===== src/rtl/hitor_tot_pkg.sv =====
// Shared field layout, limits and FSM encoding for the HITOR time-over-threshold source.
// Word layout: [31:28] id, [27] type (1 = timestamp extension), [26:0] payload.
package hitor_tot_pkg;

  localparam int TOT_W      = 12;
  localparam int TS_LO_W    = 15;
  localparam int EXT_W      = 27;
  localparam int EXT_TS_LSB = 15;

  localparam int ID_MSB   = 31;
  localparam int ID_LSB   = 28;
  localparam int TYPE_BIT = 27;
  localparam int TOT_MSB  = 26;
  localparam int TOT_LSB  = 15;
  localparam int TS_MSB   = 14;
  localparam int TS_LSB   = 0;
  localparam int EXT_MSB  = 26;
  localparam int EXT_LSB  = 0;

  localparam logic [TOT_W-1:0] TOT_MAX = 12'd4095;

  typedef enum logic [1:0] {
    ST_IDLE = 2'd0,
    ST_HIGH = 2'd1,
    ST_DROP = 2'd2
  } state_t;

  function automatic logic [31:0] pack_word(input logic [3:0]       id,
                                            input logic             is_ext,
                                            input logic [EXT_W-1:0] payload);
    logic [31:0] w;
    w                 = '0;
    w[ID_MSB:ID_LSB]  = id;
    w[TYPE_BIT]       = is_ext;
    w[EXT_MSB:EXT_LSB] = payload;
    return w;
  endfunction

endpackage


===== src/rtl/tot_sync_fifo.sv =====
// Single-clock first-word-fall-through FIFO. The writer guarantees space before
// asserting i_wr; o_free lets it make that decision.
module tot_sync_fifo #(
  parameter int DEPTH = 16,
  parameter int WIDTH = 32
) (
  input  logic                     i_clk,
  input  logic                     i_rst_n,
  input  logic                     i_wr,
  input  logic [WIDTH-1:0]         i_wr_data,
  input  logic                     i_rd,
  output logic [WIDTH-1:0]         o_rd_data,
  output logic                     o_empty,
  output logic [$clog2(DEPTH):0]   o_free
);

  localparam int AW = $clog2(DEPTH);

  logic [WIDTH-1:0] r_mem [DEPTH];
  logic [AW-1:0]    r_wr_ptr;
  logic [AW-1:0]    r_rd_ptr;
  logic [AW:0]      r_count;
  logic             w_pop;

  assign w_pop     = i_rd && (r_count != '0);
  assign o_empty   = (r_count == '0);
  assign o_free    = (AW+1)'(DEPTH) - r_count;
  // Mask the head while empty so stale storage never leaks onto the bus.
  assign o_rd_data = o_empty ? '0 : r_mem[r_rd_ptr];

  always_ff @(posedge i_clk) begin
    if (i_wr) begin
      r_mem[r_wr_ptr] <= i_wr_data;
    end
  end

  always_ff @(posedge i_clk) begin
    if (!i_rst_n) begin
      r_wr_ptr <= '0;
      r_rd_ptr <= '0;
      r_count  <= '0;
    end else begin
      if (i_wr) begin
        r_wr_ptr <= r_wr_ptr + 1'b1;
      end
      if (w_pop) begin
        r_rd_ptr <= r_rd_ptr + 1'b1;
      end
      case ({i_wr, w_pop})
        2'b10:   r_count <= r_count + 1'b1;
        2'b01:   r_count <= r_count - 1'b1;
        default: r_count <= r_count;
      endcase
    end
  end

endmodule


===== src/rtl/hitor_tot_fifo.sv =====
// HITOR time-over-threshold source: synchronises DI, measures each accepted pulse and
// buffers ToT words in a FWFT FIFO. Define HITOR_TOT_TS_EXT_EN to also emit a timestamp extension word.
module hitor_tot_fifo
  import hitor_tot_pkg::*;
#(
  parameter logic [3:0] IDENTIFIER = 4'b1000,
  parameter int         DEPTH      = 16
) (
  input  logic        CLK,
  input  logic        RST_N,
  input  logic        EN,
  input  logic        DI,
  input  logic [63:0] TIMESTAMP,
  input  logic        FIFO_READ,
  output logic        FIFO_EMPTY,
  output logic [31:0] FIFO_DATA,
  output logic [7:0]  LOST_CNT
);

  localparam int AW = $clog2(DEPTH);
`ifdef HITOR_TOT_TS_EXT_EN
  localparam logic [AW:0] NEED = (AW+1)'(2);
`else
  localparam logic [AW:0] NEED = (AW+1)'(1);
`endif

  logic               r_di_meta;
  logic               r_di_s;
  logic               r_di_d;
  logic               w_rise;
  logic               w_fall;
  state_t             r_state;
  state_t             w_state_next;
  logic               w_has_room;
  logic               w_accept;
  logic               w_drop;
  logic               w_wr_tot;
  logic               w_wr_en;
  logic [31:0]        w_wr_data;
  logic [31:0]        w_tot_word;
  logic [AW:0]        w_free;
  logic [TOT_W-1:0]   r_tot;
  logic [TS_LO_W-1:0] r_ts_lat;
  logic [7:0]         r_lost_cnt;
  logic               w_unused_ts;

  // Sync chain resets high so a line already asserted at reset release is not counted.
  always_ff @(posedge CLK) begin
    if (!RST_N) begin
      r_di_meta <= 1'b1;
      r_di_s    <= 1'b1;
      r_di_d    <= 1'b1;
    end else begin
      r_di_meta <= DI;
      r_di_s    <= r_di_meta;
      r_di_d    <= r_di_s;
    end
  end

  assign w_rise     = r_di_s & ~r_di_d;
  assign w_fall     = ~r_di_s & r_di_d;
  assign w_has_room = (w_free >= NEED);

  always_ff @(posedge CLK) begin
    if (!RST_N) begin
      r_state <= ST_IDLE;
    end else begin
      r_state <= w_state_next;
    end
  end

  always_comb begin
    w_state_next = r_state;
    case (r_state)
      ST_IDLE: begin
        if (w_rise && EN) begin
          w_state_next = w_has_room ? ST_HIGH : ST_DROP;
        end
      end
      ST_HIGH, ST_DROP: begin
        if (w_fall) begin
          w_state_next = ST_IDLE;
        end
      end
      default: w_state_next = ST_IDLE;
    endcase
  end

  always_comb begin
    w_accept = 1'b0;
    w_drop   = 1'b0;
    w_wr_tot = 1'b0;
    case (r_state)
      ST_IDLE: begin
        w_accept = w_rise && EN && w_has_room;
        w_drop   = w_rise && EN && !w_has_room;
      end
      ST_HIGH: w_wr_tot = w_fall;
      default: ;
    endcase
  end

  // The rising-edge cycle itself is the first counted high cycle.
  always_ff @(posedge CLK) begin
    if (!RST_N) begin
      r_tot      <= '0;
      r_ts_lat   <= '0;
      r_lost_cnt <= '0;
    end else begin
      if (w_accept) begin
        r_tot    <= TOT_W'(1);
        r_ts_lat <= TIMESTAMP[TS_LO_W-1:0];
      end else if ((r_state == ST_HIGH) && r_di_s && (r_tot != TOT_MAX)) begin
        r_tot <= r_tot + 1'b1;
      end
      if (w_drop && (r_lost_cnt != 8'hFF)) begin
        r_lost_cnt <= r_lost_cnt + 1'b1;
      end
    end
  end

  assign w_tot_word  = pack_word(IDENTIFIER, 1'b0, {r_tot, r_ts_lat});
  assign w_unused_ts = ^TIMESTAMP;

`ifdef HITOR_TOT_TS_EXT_EN
  // Extension and ToT writes fall in different FSM states, so one write port suffices.
  assign w_wr_en   = w_wr_tot | w_accept;
  assign w_wr_data = w_wr_tot ? w_tot_word
                              : pack_word(IDENTIFIER, 1'b1,
                                          TIMESTAMP[EXT_TS_LSB+EXT_W-1:EXT_TS_LSB]);
`else
  assign w_wr_en   = w_wr_tot;
  assign w_wr_data = w_tot_word;
`endif

  tot_sync_fifo #(
    .DEPTH (DEPTH),
    .WIDTH (32)
  ) u_fifo (
    .i_clk     (CLK),
    .i_rst_n   (RST_N),
    .i_wr      (w_wr_en),
    .i_wr_data (w_wr_data),
    .i_rd      (FIFO_READ),
    .o_rd_data (FIFO_DATA),
    .o_empty   (FIFO_EMPTY),
    .o_free    (w_free)
  );

  assign LOST_CNT = r_lost_cnt;

endmodule


===== config.mk =====
export PLATFORM = sky130hd
export DESIGN_NAME = hitor_tot_fifo
export DESIGN_NICKNAME = d
export VERILOG_FILES = /design/src/rtl/hitor_tot_pkg.sv /design/src/rtl/tot_sync_fifo.sv /design/src/rtl/hitor_tot_fifo.sv
export SDC_FILE = /design/constraint.sdc
export NUM_CORES = 1
export LEC_CHECK = 0
export BUFFER_PORTS_ARGS = -buffer_cell sky130_fd_sc_hd__buf_4
export CORE_MARGIN = 10
export CORE_UTILIZATION = 50
export DETAILED_ROUTE_END_ITERATION = 16
export PLACE_DENSITY_LB_ADDON = 0.05
export SKIP_CTS_REPAIR_TIMING = 1
export SYNTH_ARGS = -nofsm -noshare
export SYNTH_HDL_FRONTEND = slang
export SYNTH_SLANG_ARGS = --single-unit

===== constraint.sdc =====
create_clock -name CLK -period 4.42 [get_ports CLK]
set_clock_uncertainty 0.05 [all_clocks]
set_input_delay 0.442 -clock CLK [delete_from_list [all_inputs] [get_ports CLK]]
set_output_delay 0.442 -clock CLK [all_outputs]
set_load 0.05 [all_outputs]

==> results.py <==
metrics = {
    "synth": {
        "syn_inst": 1037,
        "synth_top_area_cell": "edfxtp_1",
        "synth_cell_types": 63,
        "synth_edf_count": 432,
        "syn_area_um2": 19300,
        "synth_async_sr_flop_share_pct": 0,
        "ys_ff_latch": 489,
        "netlist_top_cells_area": "edfxtp_1, mux4_2, dfxtp_1, mux2i_1, nand3_1",
        "synth_area_per_cell_um2": 18.6,
        "ys_warn_count": 0,
        "netlist.area_leader.share_pct": 67.2,
        "synth-seq-area-share_pct": 73.1,
        "ys.flop_type": "edfxtp_1",
    },
    "critical_path": {
        "crit_cells": 9,
        "reg2regPathDepth": 12,
        "crit_path_start_kind": "flip-flop",
        "critPathRequiredTime_ns": 3.93,
        "startpoint": "u_fifo.r_count[1]",
        "timing.rr.end": "u_fifo.r_count[4]",
        "critPathTopFamily": "buffers and inverters",
        "critPathMaxFanout": 14,
        "cp_slowest_cell": "dfxtp_1",
        "path_buf_inv": 4,
        "criticalPathCategory": "flip-flop to primary output",
        "crit_end": "FIFO_DATA[1]",
        "end_kind": "primary output",
        "cpPeakStageDelay_ns": 0.55,
        "r2r_start": "u_fifo.r_count[1]",
        "crit_path_cell_trace": "inv_1 -> ha_1 -> nor3b_1 -> ha_1 -> inv_1 -> nand2_1 -> buf_4 -> o22ai_1 -> buf_4",
        "critPathArrivalTime_ns": 3.32,
        "reg2reg_slack_ns": 0.73,
    },
    "clocking": {
        "cts_root_buffer": "clkbuf_16",
        "clkTransAtPathRegs_ns": 0.06,
        "cts-htree-levels": 2,
        "cts_tree": "done",
        "cts_buffer_depth": 3,
        "cts_buffers": 50,
        "clock_latency_ns": 0.58,
        "cts.sinks": 489,
    },
    "global_routing": {
        "grt_usage_pct": 18.5,
        "grt_remaining_overflow": 0,
        "gr-usage-met1_pct": 23.6,
        "grtUsageMet2_pct": 31.7,
        "first_global_vias": 10033,
        "antenna_found_initial": 0,
        "grt_busiest_layer": "met2",
        "grt_max_degree": 48,
        "grt_pass1_wl_mm": 64.6,
        "use_met3_pct": 2.83,
    },
    "finish": {
        "ff_latch_area_um2": 14100,
        "syn_to_final_growth_pct": 14.9,
        "drive_gt1_share_pct": 26.1,
        "filler_cell_count": 2875,
        "multi_input_area_um2": 4930,
        "diodes": 0,
        "nets": 1208,
    },
    "timing": {
        "holdWs_ns": 0.000993,
        "worst_pin_slew_ns": 0.917,
        "period_share_pct": 86.2,
        "setup_viol": 0,
        "fin_setup_tns_ns": 0,
        "final_period_minus_worst_setup_slack_ns": 3.81,
        "rsz0062_at_grt": "false",
        "max_freq_ghz": 0.262,
        "final_hold_viol_count": 0,
        "slew_viol_final": 0,
        "relSlewSlack_pct": 38.7,
    },
    "power_and_ir_drop": {
        "cellPowerDensity_nw_per_um2": 420,
        "p_leak_nw": 7.04,
        "ir_drop_mv": 0.342,
    },
    "route": {
        "dr.pass1.iters": 5,
        "antenna_left": 0,
        "routed_wl_mm": 43.0,
        "drc": 0,
        "viasPerCell": 5.80,
        "wl_per_cell_um": 25.6,
        "drt_iter0_drc": 681,
        "vias": 9712,
    },
    "min_path": {
        "min_path_type": "primary input to flip-flop",
    },
    "placement": {
        "gp_congestion": 0.747,
        "port_buffers": 56,
        "hpwl_mm": 24.8,
    },
    "die": {
        "chipHeight_um": 217,
        "start_util_pct": 51.0,
        "core_um2": 37800,
        "die_w_um": 217,
        "die_area_um2": 46900,
        "io_pins": 110,
        "rows": 71,
    },
    "outcome": {
        "outcome": "finished clean",
    },
    "flow_run": {
        "maxCapViolCount": 0,
    },
}
## placed cells by master, fill, tap and decap left out, drive strengths merged, types with 25 or more instances in the layout
master	n
mux2i	62
nor2	30
buf	95
nand3	42
edfxtp	432
clkbuf	66
a21oi	34
dfxtp	57
mux4	101
o21ai	25
## synthesized netlist by cell type, drive strengths merged (7+ instances only)
cell and count:
xor2 8, o211ai 10, a21oi 34, nand3 42, nand2b 9, o21ai 25
inv 19, ha 15, o22ai 20, nor2 30, dfxtp 57, nand2 21
buf 40, nor3 8, clkbuf 23, mux2i 62, edfxtp 432, a22oi 12
mux4 101, nand4 7
## how the worst min path moves through the flow
stage | cells after the start | endpoint | startpoint
2_1_floorplan | 1 | r_di_s | r_di_meta
3_3_place_gp | 1 | r_di_s | r_di_meta
3_5_place_dp | 1 | r_di_s | r_di_meta
4_1_cts | 2 | r_di_meta | DI
5_1_grt | 2 | r_di_meta | DI
6_report | 2 | r_di_meta | DI
## registers in the layout, summed over array words and instances, names as in the netlist, named ones only
name             flops
u_fifo.r_wr_ptr      4
LOST_CNT             8
u_fifo.r_count       5
r_ts_lat            15
u_fifo.r_mem       432
r_state              2
r_di_d               1
u_fifo.r_rd_ptr      4
r_di_meta            1
r_di_s               1
r_tot               12
## routing by layer
layer  wire, um  vias to the layer above
li1           -                     4393
met1      18400                     5069
met5          0                        -
met3       1570                       63
met2      21900                      187
met4       1120                        0
## metrics by stage
step / area [um^2] / setup WS (ns) / util [%] / total power, mW / cells
floorplan: 19300 / 0.903 / - / 5.13 / 1040
global placement: 20500 / 0.836 / 54.2 / 5.16 / 1583
detailed placement: 20500 / 0.775 / 54.2 / 5.16 / 1583
CTS: 22200 / 0.600 / 58.6 / 9.42 / 1675
global route: 22200 / 0.411 / 58.6 / 9.62 / 1675
finish: 22200 / 0.610 / 58.6 / 9.33 / 1675
## cells by family after synthesis
kind of cell / share of synthesized area [%]
adder cells (fa/ha/maj): 0.972
other: 0.0194
AND/OR/NAND/NOR: 4.19
multiplexers: 15.0
buffers and inverters: 2.00
XOR/XNOR: 0.538
flip-flops: 73.1
AO/OA/AOI/OAI: 4.19
## cell type report
type / instances / share of cell area, %
sequential: 489 / 63.6
clock inverter: 26 / 1.30
clock buffer: 66 / 6.27
timing repair buffer: 95 / 3.38
tap: 511 / 2.88
inverter: 19 / 0.321
multi-input combinational: 469 / 22.2
## power by group
| part | leakage, nW | internal (mW) | switching, mW |
|---|---|---|---|
| Sequential | 4.20 | 4.97 | 0.0124 |
| Clock | 0.834 | 2.56 | 1.71 |
| Combinational | 2.00 | 0.0306 | 0.0506 |
| Total | 7.04 | 7.56 | 1.77 |
Power figures use the tool's default switching activity.
